File: src/rtl/gigatron_keyin_pkg.sv
// Shared types and constants for the Gigatron PS/2 keyboard front end:
// receiver/decoder states, scancodes, button bit positions and the ASCII table.
package gigatron_keyin_pkg;

  localparam int unsigned BYTE_W = 8;
  localparam int unsigned TO_W   = 16;

  typedef enum logic [1:0] {RX_IDLE, RX_DATA, RX_PARITY, RX_STOP} rx_state_t;
  typedef enum logic [1:0] {DEC_NORM, DEC_BRK, DEC_EXT, DEC_EXTBRK} dec_state_t;

  localparam logic [BYTE_W-1:0] SC_EXT    = 8'hE0;
  localparam logic [BYTE_W-1:0] SC_BRK    = 8'hF0;
  localparam logic [BYTE_W-1:0] SC_RIGHT  = 8'h74;
  localparam logic [BYTE_W-1:0] SC_LEFT   = 8'h6B;
  localparam logic [BYTE_W-1:0] SC_DOWN   = 8'h72;
  localparam logic [BYTE_W-1:0] SC_UP     = 8'h75;
  localparam logic [BYTE_W-1:0] SC_START  = 8'h5A;
  localparam logic [BYTE_W-1:0] SC_SELECT = 8'h76;
  localparam logic [BYTE_W-1:0] SC_B      = 8'h11;
  localparam logic [BYTE_W-1:0] SC_A      = 8'h14;

  localparam int unsigned BTN_RIGHT  = 0;
  localparam int unsigned BTN_LEFT   = 1;
  localparam int unsigned BTN_DOWN   = 2;
  localparam int unsigned BTN_UP     = 3;
  localparam int unsigned BTN_START  = 4;
  localparam int unsigned BTN_SELECT = 5;
  localparam int unsigned BTN_B      = 6;
  localparam int unsigned BTN_A      = 7;

  localparam logic [BYTE_W-1:0] ASCII_NONE = 8'hFF;

  // Set-2 scancode to lowercase ASCII; ASCII_NONE when the code has no mapping.
  function automatic logic [BYTE_W-1:0] sc_to_ascii(input logic [BYTE_W-1:0] sc);
    logic [BYTE_W-1:0] a;
    case (sc)
      8'h1C: a = 8'h61;  8'h32: a = 8'h62;  8'h21: a = 8'h63;  8'h23: a = 8'h64;
      8'h24: a = 8'h65;  8'h2B: a = 8'h66;  8'h34: a = 8'h67;  8'h33: a = 8'h68;
      8'h43: a = 8'h69;  8'h3B: a = 8'h6A;  8'h42: a = 8'h6B;  8'h4B: a = 8'h6C;
      8'h3A: a = 8'h6D;  8'h31: a = 8'h6E;  8'h44: a = 8'h6F;  8'h4D: a = 8'h70;
      8'h15: a = 8'h71;  8'h2D: a = 8'h72;  8'h1B: a = 8'h73;  8'h2C: a = 8'h74;
      8'h3C: a = 8'h75;  8'h2A: a = 8'h76;  8'h1D: a = 8'h77;  8'h22: a = 8'h78;
      8'h35: a = 8'h79;  8'h1A: a = 8'h7A;
      8'h45: a = 8'h30;  8'h16: a = 8'h31;  8'h1E: a = 8'h32;  8'h26: a = 8'h33;
      8'h25: a = 8'h34;  8'h2E: a = 8'h35;  8'h36: a = 8'h36;  8'h3D: a = 8'h37;
      8'h3E: a = 8'h38;  8'h46: a = 8'h39;
      8'h29: a = 8'h20;
      default: a = ASCII_NONE;
    endcase
    return a;
  endfunction

endpackage

File: src/rtl/ps2_rx.sv
// PS/2 frame receiver: input synchronisers, start/data/parity/stop FSM and an
// inactivity timeout that discards partial frames.
module ps2_rx
  import gigatron_keyin_pkg::*;
#(
  parameter int unsigned TIMEOUT = 6250
) (
  input  logic              clock,
  input  logic              rst,
  input  logic              i_ps2_clk,
  input  logic              i_ps2_data,
  output logic [BYTE_W-1:0] o_byte,
  output logic              o_strobe,
  output logic              o_perr
);

  logic              r_clk_s1, r_clk_s2, r_clk_d, r_dat_s1, r_dat_s2;
  rx_state_t         r_state, w_state_nxt;
  logic [BYTE_W-1:0] r_shift, w_shift_nxt;
  logic [2:0]        r_bitcnt, w_bitcnt_nxt;
  logic              r_par, w_par_nxt;
  logic [TO_W-1:0]   r_cnt, w_cnt_nxt;
  logic [BYTE_W-1:0] r_byte, w_byte_nxt;
  logic              r_strobe, w_strobe_nxt;
  logic              r_perr, w_perr_nxt;
  logic              w_fall;

  assign w_fall = r_clk_d & ~r_clk_s2;

  // Next-state logic; the timeout override is applied last so it wins.
  always_comb begin
    w_state_nxt  = r_state;
    w_shift_nxt  = r_shift;
    w_bitcnt_nxt = r_bitcnt;
    w_par_nxt    = r_par;
    w_byte_nxt   = r_byte;
    w_strobe_nxt = 1'b0;
    w_perr_nxt   = 1'b0;
    if (w_fall || r_state == RX_IDLE) w_cnt_nxt = '0;
    else                              w_cnt_nxt = r_cnt + TO_W'(1);

    case (r_state)
      RX_IDLE: if (w_fall && !r_dat_s2) begin
        w_state_nxt  = RX_DATA;
        w_bitcnt_nxt = '0;
      end
      RX_DATA: if (w_fall) begin
        w_shift_nxt  = {r_dat_s2, r_shift[BYTE_W-1:1]};
        w_bitcnt_nxt = r_bitcnt + 3'd1;
        if (r_bitcnt == 3'd7) w_state_nxt = RX_PARITY;
      end
      RX_PARITY: if (w_fall) begin
        w_par_nxt   = r_dat_s2;
        w_state_nxt = RX_STOP;
      end
      RX_STOP: if (w_fall) begin
        w_state_nxt = RX_IDLE;
        if (r_dat_s2 && (^{r_shift, r_par})) begin
          w_strobe_nxt = 1'b1;
          w_byte_nxt   = r_shift;
        end else begin
          w_perr_nxt = 1'b1;
        end
      end
      default: w_state_nxt = RX_IDLE;
    endcase

    if (r_state != RX_IDLE && r_cnt >= TO_W'(TIMEOUT)) begin
      w_state_nxt  = RX_IDLE;
      w_strobe_nxt = 1'b0;
      w_perr_nxt   = 1'b0;
    end
  end

  always_ff @(posedge clock) begin
    if (rst) begin
      r_clk_s1 <= 1'b1;
      r_clk_s2 <= 1'b1;
      r_clk_d  <= 1'b1;
      r_dat_s1 <= 1'b1;
      r_dat_s2 <= 1'b1;
      r_state  <= RX_IDLE;
      r_shift  <= '0;
      r_bitcnt <= '0;
      r_par    <= 1'b0;
      r_cnt    <= '0;
      r_byte   <= '0;
      r_strobe <= 1'b0;
      r_perr   <= 1'b0;
    end else begin
      r_clk_s1 <= i_ps2_clk;
      r_clk_s2 <= r_clk_s1;
      r_clk_d  <= r_clk_s2;
      r_dat_s1 <= i_ps2_data;
      r_dat_s2 <= r_dat_s1;
      r_state  <= w_state_nxt;
      r_shift  <= w_shift_nxt;
      r_bitcnt <= w_bitcnt_nxt;
      r_par    <= w_par_nxt;
      r_cnt    <= w_cnt_nxt;
      r_byte   <= w_byte_nxt;
      r_strobe <= w_strobe_nxt;
      r_perr   <= w_perr_nxt;
    end
  end

  assign o_byte   = r_byte;
  assign o_strobe = r_strobe;
  assign o_perr   = r_perr;

endmodule

File: src/rtl/gigatron_keyin.sv
// Gigatron input-byte producer: PS/2 scancode decoder into active-low buttons,
// latched to inreg on each vsync rising edge. Optional ASCII mode: GIGATRON_KEYIN_ASCII_EN.
module gigatron_keyin
  import gigatron_keyin_pkg::*;
#(
  parameter int unsigned TIMEOUT = 6250
) (
  input  logic              clock,
  input  logic              rst,
  input  logic              ps2_clk,
  input  logic              ps2_data,
  input  logic [BYTE_W-1:0] vga,
  output logic [BYTE_W-1:0] inreg,
  output logic              perr
);

  logic [BYTE_W-1:0] w_byte;
  logic              w_strobe;

  ps2_rx #(.TIMEOUT(TIMEOUT)) u_rx (
    .clock      (clock),
    .rst        (rst),
    .i_ps2_clk  (ps2_clk),
    .i_ps2_data (ps2_data),
    .o_byte     (w_byte),
    .o_strobe   (w_strobe),
    .o_perr     (perr)
  );

  dec_state_t        r_dec, w_dec_nxt;
  logic [BYTE_W-1:0] r_btn, w_btn_nxt;
  logic [BYTE_W-1:0] r_inreg, w_present;
  logic              r_vs_prev;
  logic              w_apply, w_ext, w_brk, w_hit;
  logic [2:0]        w_idx;
  logic              w_unused_vga;

  assign w_unused_vga = ^vga[BYTE_W-2:0];

  // Prefix tracking: E0/F0 set the context that the next plain byte is applied in.
  always_comb begin
    w_dec_nxt = r_dec;
    w_apply   = 1'b0;
    w_ext     = 1'b0;
    w_brk     = 1'b0;
    if (w_strobe) begin
      case (r_dec)
        DEC_NORM:
          if (w_byte == SC_EXT)      w_dec_nxt = DEC_EXT;
          else if (w_byte == SC_BRK) w_dec_nxt = DEC_BRK;
          else                       w_apply   = 1'b1;
        DEC_BRK: begin
          w_apply = 1'b1;
          w_brk   = 1'b1;
        end
        DEC_EXT:
          if (w_byte == SC_BRK) w_dec_nxt = DEC_EXTBRK;
          else begin
            w_apply = 1'b1;
            w_ext   = 1'b1;
          end
        DEC_EXTBRK: begin
          w_apply = 1'b1;
          w_ext   = 1'b1;
          w_brk   = 1'b1;
        end
        default: w_dec_nxt = DEC_NORM;
      endcase
      if (w_apply) w_dec_nxt = DEC_NORM;
    end
  end

  // Button map: make clears, break sets; unmapped codes fall through.
  always_comb begin
    w_btn_nxt = r_btn;
    w_hit     = 1'b1;
    w_idx     = '0;
    case ({w_ext, w_byte})
      {1'b1, SC_RIGHT}:  w_idx = 3'(BTN_RIGHT);
      {1'b1, SC_LEFT}:   w_idx = 3'(BTN_LEFT);
      {1'b1, SC_DOWN}:   w_idx = 3'(BTN_DOWN);
      {1'b1, SC_UP}:     w_idx = 3'(BTN_UP);
      {1'b0, SC_START}:  w_idx = 3'(BTN_START);
      {1'b0, SC_SELECT}: w_idx = 3'(BTN_SELECT);
      {1'b0, SC_B}:      w_idx = 3'(BTN_B);
      {1'b0, SC_A}:      w_idx = 3'(BTN_A);
      default:           w_hit = 1'b0;
    endcase
    if (w_apply && w_hit) w_btn_nxt[w_idx] = w_brk;
  end

`ifdef GIGATRON_KEYIN_ASCII_EN
  logic [BYTE_W-1:0] r_ascii, w_ascii_nxt;
  logic [BYTE_W-1:0] r_ascii_code, w_ascii_code_nxt;
  logic [BYTE_W-1:0] w_sc_ascii;

  assign w_sc_ascii = sc_to_ascii(w_byte);

  // Only the key that loaded the register may clear it on release.
  always_comb begin
    w_ascii_nxt      = r_ascii;
    w_ascii_code_nxt = r_ascii_code;
    if (w_apply && !w_ext) begin
      if (!w_brk && w_sc_ascii != ASCII_NONE) begin
        w_ascii_nxt      = w_sc_ascii;
        w_ascii_code_nxt = w_byte;
      end else if (w_brk && w_byte == r_ascii_code) begin
        w_ascii_nxt = ASCII_NONE;
      end
    end
  end

  always_ff @(posedge clock) begin
    if (rst) begin
      r_ascii      <= ASCII_NONE;
      r_ascii_code <= '0;
    end else begin
      r_ascii      <= w_ascii_nxt;
      r_ascii_code <= w_ascii_code_nxt;
    end
  end

  assign w_present = (r_ascii != ASCII_NONE) ? r_ascii : r_btn;
`else
  assign w_present = r_btn;
`endif

  // inreg samples the pre-update button state, so a coincident strobe waits a frame.
  always_ff @(posedge clock) begin
    if (rst) begin
      r_dec     <= DEC_NORM;
      r_btn     <= 8'hFF;
      r_inreg   <= 8'hFF;
      r_vs_prev <= 1'b1;
    end else begin
      r_dec     <= w_dec_nxt;
      r_btn     <= w_btn_nxt;
      r_vs_prev <= vga[BYTE_W-1];
      if (vga[BYTE_W-1] && !r_vs_prev) r_inreg <= w_present;
    end
  end

  assign inreg = r_inreg;

endmodule
File: config.mk
export PLATFORM = sky130hd
export DESIGN_NAME = gigatron_keyin
export DESIGN_NICKNAME = d
export VERILOG_FILES = /design/src/rtl/gigatron_keyin_pkg.sv /design/src/rtl/ps2_rx.sv /design/src/rtl/gigatron_keyin.sv
export SDC_FILE = /design/constraint.sdc
export NUM_CORES = 1
export LEC_CHECK = 0
export ABC_CLOCK_PERIOD_IN_PS = 1850
export CAP_MARGIN = 20
export CORE_MARGIN = 4
export CORE_UTILIZATION = 50
export CTS_BUF_LIST = sky130_fd_sc_hd__clkbuf_4
export CTS_CLUSTER_DIAMETER = 150
export CTS_CLUSTER_SIZE = 12
export DETAILED_ROUTE_END_ITERATION = 16
export GPL_TIMING_DRIVEN = 0
export PLACE_DENSITY = 0.71
export SYNTH_ARGS = -nofsm -noshare
export SYNTH_HDL_FRONTEND = slang
export SYNTH_SLANG_ARGS = --single-unit
File: constraint.sdc
create_clock -name clock -period 1.85 [get_ports clock]
set_clock_uncertainty 0.05 [all_clocks]
set_input_delay 0.37 -clock clock [delete_from_list [all_inputs] [get_ports clock]]
set_output_delay 0.37 -clock clock [all_outputs]
set_load 0.03 [all_outputs]
==> flow_metrics.tcl, run 1 <==
set metrics [dict create \
    syn_inst 313 \
    port_buffers 12 \
    synthTopCellsByArea "dfxtp_1, mux2i_1, nor2_1" \
    numCtsBuffers 9 \
    cts_tree "yes" \
    grt_pass1_wl_um 9580 \
    dieHeight_um 83.5 \
    min_period_over_period_pct 97.0 \
    synthArstFlopShare_pct 0 \
    worst-path-buf-inv 1 \
    cts_hold_buf 0 \
    p_per_area_nw_per_um2 861 \
    area_growth_syn_to_layout_pct 17.2 \
    path_cells "and4_1 > o211ai_1 > buf_4 > nand2b_1 > a211o_1" \
    ant_nets 0 \
    worstPathRequired_ns 2.10 \
    drc_errors 0 \
    period_needed_ns 1.79 \
    drive_above_1_share_pct 13.5 \
    finalSetupViolations 0 \
    via_count 2244 \
    drt_wl_total_um 5660 \
    htreeDepth 3 \
    cts.sinks 64 \
    reg2reg_slack_ns 0.06 \
    clockRootBuffer "clkbuf_4" \
    synth-seq-cells 64 \
    synth_edf_count 0 \
    avgSynthCellArea_um2 9.10 \
    hpwl_um 3840 \
    startpoint "u_rx.o_byte[6]$_SDFFE_PP0P_" \
    fp-row-count 27 \
    ir_drop_mv 0.500 \
    wl_per_cell_um 13.7 \
    synth_most_common_cell "dfxtp_1" \
    synth_top_area_cell "dfxtp_1" \
    worstPathArrival_ns 2.04 \
    core_um2 5510 \
    synth_cell_type_count 42 \
    rsz0062_at_grt "yes" \
    grt_max_degree 17 \
    antenna_found_initial 0 \
    io_pins 21 \
    drtPass1Iterations 4 \
    netlist.area_leader.share_pct 45.0 \
    critPathTopFamily "flip-flops" \
    timing_hold_violations_final 0 \
    finish.net_count 357 \
    status "finished clean" \
    crit_end "r_btn[3]$_SDFFE_PP1P_" \
    r2r_cells 5 \
    r2r-start "u_rx.o_byte[6]$_SDFFE_PP0P_" \
    dieArea_um2 6970 \
    clock_path_buffers 2 \
    via_per_inst 5.43 \
    worst_r2r_endpoint "r_btn[3]$_SDFFE_PP1P_" \
    power_mw 2.88 \
    worst-path-stages 5 \
    max_cap_viol_count 0 \
    critPathKind "reg -> reg" \
    path_clk_slew_ns 0.10 \
    fin_util_pct 60.6 \
    hold_path.class "reg -> reg" \
    synth_area_um2 2850 \
    tightest_slew_ns 0.565 \
    cpPeakStageDelay_ns 0.54 \
    grt_overflow 0 \
    layout_setup_ws_ns 0.0553 \
    grt_usage_pct 16.8 \
    maxSlewHeadroom_pct 62.3 \
    hp-start "u_rx.r_dat_s1$_SDFF_PP1_" \
    leakage_nw 1.24 \
    synth_top_cells_by_count "dfxtp_1, nor2_1, nand2_1, mux2i_1, a21oi_1" \
    cp-start-kind "flop" \
    synth_seq_area_share_pct 45.0 \
    yosysWarnings 0 \
    initialDrtViolationCount 187 \
    grt_pass1_vias 2084 \
    fmaxAchievable_mhz 557 \
    fp.dieW_um 83.5 \
    cp_slowest_cell "dfxtp_1" \
    gp_congestion 0.884 \
    finalMaxSlewViolations 0 \
    end_kind "flop" \
    dp_slack_ns -0.215 \
    ys.flop_type "dfxtp_1" \
    clk_latency_ns 0.40 \
    diodes 0 \
    synth.net_count 333 \
    start_util_pct 51.7 \
    crit_fanout 8 \
]
[state kept, by name (all words and copies together) (netlist names), 2 cells and up]
name / flops
inreg: 8
u_rx.r_shift: 8
u_rx.r_cnt: 16
r_btn: 8
u_rx.r_bitcnt: 3
r_dec: 2
u_rx.r_state: 2
u_rx.o_byte: 8
[per-stage QoR]
stage | instances | TNS, ns | area (um^2) | hold WS [ns]
finish | 413 | 0 | 3340 | 0.374
global route | 413 | -0.150 | 3340 | 0.405
CTS | 412 | -0.00140 | 3280 | 0.381
detailed placement | 397 | -2.75 | 3060 | 0.354
global placement | 397 | -2.54 | 3060 | 0.344
floorplan | 313 | 0 | 2850 | 0.339
[placed cells by master (no fill, tap or decap), drive strengths merged, types with 7 or more instances in the layout]
cell and n:
dfxtp 64, nor2 37, nand2 30, mux2i 23, a21oi 21, clkbuf 20
nand3 19, xor2 10, inv 8, ha 8, dlygate4sd2 8, xnor2 8
o21ai 7
[layer usage]
layer | vias up | part of all wire (%) | global-route usage [%]
met5 | - | 0 | 0
met4 | 0 | 1.7 | 8.04
met3 | 12 | 3.7 | 4.94
met2 | 41 | 47 | 25.9
met1 | 1050 | 48 | 21.5
li1 | 1141 | - | -
[cell families (layout without fill, tap and decap cells)]
kind of cell	count (synthesis)	after routing	synth area share, %
AND/OR/NAND/NOR	136	136	24.4
flip-flops	64	64	45.0
AO/OA/AOI/OAI	41	41	8.61
multiplexers	23	23	8.52
buffers and inverters	21	49	2.81
XOR/XNOR	20	20	7.16
adder cells (fa/ha/maj)	8	8	3.51
[area by class of cell]
cell class                      instances  area, um^2
Timing Repair Buffer                   16         155
Fill cell                             464        2170
Clock inverter                          4        93.8
Buffer                                 10        42.5
Inverter                                8        30.0
Tap cell                               72        90.1
Multi-Input combinational cell        228        1550
Sequential cell                        64        1290
Clock buffer                           11        82.6
[report_power, final]
part           internal (mW)  leakage [nW]  switching [mW]
registers               1.41         0.521          0.0270
logic                 0.0798         0.621           0.166
clock network          0.705        0.0946           0.491
total                   2.19          1.24           0.684
[worst min path at each step]
stage | end | slack [ns] | depth (start not counted)
after floorplan | u_rx.r_clk_s2$_SDFF_PP1_ | 0.34 | 1
after global placement | u_rx.r_dat_s2$_SDFF_PP1_ | 0.34 | 1
after detailed placement | u_rx.r_dat_s2$_SDFF_PP1_ | 0.35 | 1
after CTS | u_rx.r_dat_s2$_SDFF_PP1_ | 0.38 | 1
after global routing | u_rx.r_clk_s2$_SDFF_PP1_ | 0.41 | 1
final | u_rx.r_dat_s2$_SDFF_PP1_ | 0.37 | 1
[what timing repair did]
item / in CTS / in global routing
gates resized for setup: 14 / 17
cloned: 0 / 0
pin swaps: 1 / 4
buffers inserted: 2 / 2
setup endpoints to repair: 30 / 35
Note: power is estimated with default switching activity, not from simulation.
==> inputs of run 2 (changes only) <==
CAP_MARGIN = default   (was 20)
==> results of run 2 <==
Same layout as run 1: the final DEF is identical, and so are final timing and power.
==> inputs of run 3 (changes only) <==
CORE_UTILIZATION = 55   (was 50)
PLACE_DENSITY = 0.77   (was 0.71)
SYNTH_HIERARCHICAL = 1   (was default)
==> run 3 against run 2 <==
Net effect:
- total power down 16%
- global-route usage up 0.73 points
- sequential share of layout area down 0.33 points
- wire length down 7.6%
- maximum frequency up 0.53%
- flip-flop and latch count unchanged
==> flow_metrics.tcl, run 3 <==
set metrics [dict create \
    syn_inst 317 \
    gp_congestion 0.762 \
    period_needed_ns 1.79 \
    cp-start-kind "flop" \
    antenna_found_initial 0 \
    area_growth_syn_to_layout_pct 11.9 \
    layout_commonest_cell "dfxtp_1" \
    dp_cells 400 \
    fillers 460 \
    p_per_area_nw_per_um2 718 \
    synth_most_common_cell "dfxtp_1" \
    worst-path-buf-inv 1 \
    numCtsBuffers 9 \
    grt_usage_pct 17.5 \
    mostFrequentLayoutCells "dfxtp_1, nor2_1, nand2_1" \
    port_buffers 13 \
    worst-path-stages 1 \
    worstPathArrival_ns 1.37 \
    netlist.area_leader.share_pct 42.6 \
    cts.sinks 64 \
    grt_pass1_wl_um 9120 \
    grt_max_degree 14 \
    htreeDepth 3 \
    clockRootBuffer "clkbuf_4" \
    worst_r2r_endpoint "u_rx/r_cnt[7]$_SDFF_PP0_" \
    layout_setup_ws_ns 0.0648 \
    dieHeight_um 81.9 \
    grt_pass1_vias 2087 \
    ant_nets 0 \
    reg2reg_slack_ns 0.10 \
    dp_slack_ns -0.466 \
    fmaxAchievable_mhz 560 \
    path_cells "clkdlybuf4s50_1" \
    critPathTopFamily "buffers and inverters" \
    start_util_pct 57.7 \
    synth_seq_area_share_pct 42.6 \
    hpwl_um 3590 \
    cts_tree "yes" \
    fin_util_pct 64.6 \
    fp-row-count 26 \
    finalSetupViolations 0 \
    synth_area_um2 3010 \
    muxShareOfSynthArea_pct 9.08 \
    clk_latency_ns 0.40 \
    via_count 2232 \
    status "finished clean" \
    synth-seq-cells 64 \
    io_pins 21 \
    synth_fa_ha_area_share_pct 3.33 \
    end_kind "primary output" \
    drtPass1Iterations 4 \
    wl_per_cell_um 12.6 \
    tightest_slew_ns 0.683 \
    diodes 0 \
    largest_reg_flops 16 \
    drc_errors 0 \
    synth_top_cells_by_count "dfxtp_1, nor2_1, nand2_1, mux2i_1, nand2b_1" \
    synth_compound_area_share_pct 6.99 \
    crit_end "perr" \
    timing_hold_violations_final 0 \
    finish.net_count 361 \
    max_cap_viol_count 0 \
    dieArea_um2 6710 \
    synth_top_family_by_area "simple AND/OR/NAND/NOR gates" \
    synth_cell_type_count 55 \
    via_per_inst 5.37 \
    fp.dieW_um 81.9 \
    ir_drop_mv 0.534 \
    synth-simple-area-share_pct 29.3 \
    hold_path.class "reg -> reg" \
    cts_hold_buf 0 \
    hold_slack_ns 0.367 \
    synth.net_count 337 \
    critPathKind "reg -> out" \
    cp_slowest_cell "clkdlybuf4s50_1" \
    cpPeakStageDelay_ns 0.66 \
    leakage_nw 1.28 \
    regMostFlops "u_rx/r_cnt" \
    rsz0062_at_grt "no" \
    r2r-start "u_rx/r_state[1]$_SDFFE_PP0P_" \
    maxSlewHeadroom_pct 54.2 \
    drive_above_1_share_pct 12.7 \
    r2r_cells 5 \
    path_clk_slew_ns 0.09 \
    yosysWarnings 6 \
    drt_wl_total_um 5230 \
    power_mw 2.42 \
    synth_top_area_cell "dfxtp_1" \
    startpoint "u_rx/o_perr$_SDFF_PP0_" \
    ys.flop_type "dfxtp_1" \
    avgSynthCellArea_um2 9.48 \
    grt_overflow 0 \
    clock_path_buffers 2 \
    worstPathRequired_ns 1.43 \
    finalMaxSlewViolations 0 \
    min_period_over_period_pct 96.5 \
    initialDrtViolationCount 113 \
    synth_xor_area_share_pct 6.24 \
    synth_edf_count 0 \
    crit_fanout 1 \
    synthArstFlopShare_pct 0 \
    stdcell_count 416 \
    synthTopCellsByArea "dfxtp_1, mux2i_1, nor2_1" \
    core_um2 5200 \
]
-- run 3: changes by cell type after synthesis, moves of 3 or more --
cell,delta
clkbuf_1,-4
mux2i_1,+3
nand2_1,-4
a21oi_1,-14
nand3_1,-6
o21ai_0,-4
inv_1,-3
nand2b_1,+18
o21bai_1,+4
o211ai_1,-3
-- run 3: routing by layer --
| metal | vias up | global-route usage [%] | share of wire, % |
|---|---|---|---|
| li1 | 1164 | - | - |
| met1 | 1034 | 21.8 | 49 |
| met2 | 23 | 28.1 | 46 |
| met3 | 11 | 3.95 | 2.9 |
| met4 | 0 | 9.47 | 2.0 |
| met5 | - | 0 | 0 |
-- run 3: logic make-up (layout without fill, tap and decap cells) --
logic type	count (synthesis)	count (layout)
AND/OR/NAND/NOR	156	156
XOR/XNOR	18	18
flip-flops	64	64
AO/OA/AOI/OAI	30	30
adder cells (fa/ha/maj)	8	8
buffers and inverters	15	44
multiplexers	26	26
-- run 3: how the worst min path moves through the flow --
stage	startpoint	to	cells past startpoint
detailed placement	u_rx/r_clk_s1$_SDFF_PP1_	u_rx/r_clk_s2$_SDFF_PP1_	1
global route	u_rx/r_clk_s1$_SDFF_PP1_	u_rx/r_clk_s2$_SDFF_PP1_	1
global placement	u_rx/r_clk_s1$_SDFF_PP1_	u_rx/r_clk_s2$_SDFF_PP1_	1
CTS	u_rx/r_clk_s1$_SDFF_PP1_	u_rx/r_clk_s2$_SDFF_PP1_	1
floorplan	u_rx/r_clk_s1$_SDFF_PP1_	u_rx/r_clk_s2$_SDFF_PP1_	1
finish	u_rx/r_clk_s1$_SDFF_PP1_	u_rx/r_clk_s2$_SDFF_PP1_	1
-- run 3: timing repair --
action	in CTS	in global routing
setup endpoints to repair	26	29
gates resized for setup	9	13
pin swaps	0	1
buffers inserted	1	1
gates cloned	0	0
-- run 3: cell type report --
| cell class | count | area (um^2) | area share [%] |
|---|---|---|---|
| well taps | 70 | 87.6 | 2.61 |
| multi-input cells | 238 | 1660 | 49.4 |
| clock buffers | 10 | 75.1 | 2.23 |
| flip-flops and latches | 64 | 1290 | 38.4 |
| repair buffers | 15 | 151 | 4.50 |
| clock inverters | 6 | 26.3 | 0.782 |
| plain buffers | 8 | 52.6 | 1.56 |
| inverters | 5 | 18.8 | 0.558 |
-- run 3: through the flow --
stage / setup TNS, ns / instance area [um^2]
after floorplan: 0 / 3010
after global placement: -9.19 / 3220
after detailed placement: -9.52 / 3220
after CTS: 0 / 3340
after global routing: 0 / 3360
final: 0 / 3360
-- run 3: power by group --
part / internal [mW] / switching [mW] / leakage (nW)
clock network: 0.272 / 0.472 / 0.0624
logic: 0.0987 / 0.142 / 0.696
registers: 1.41 / 0.0234 / 0.522
total: 1.78 / 0.637 / 1.28
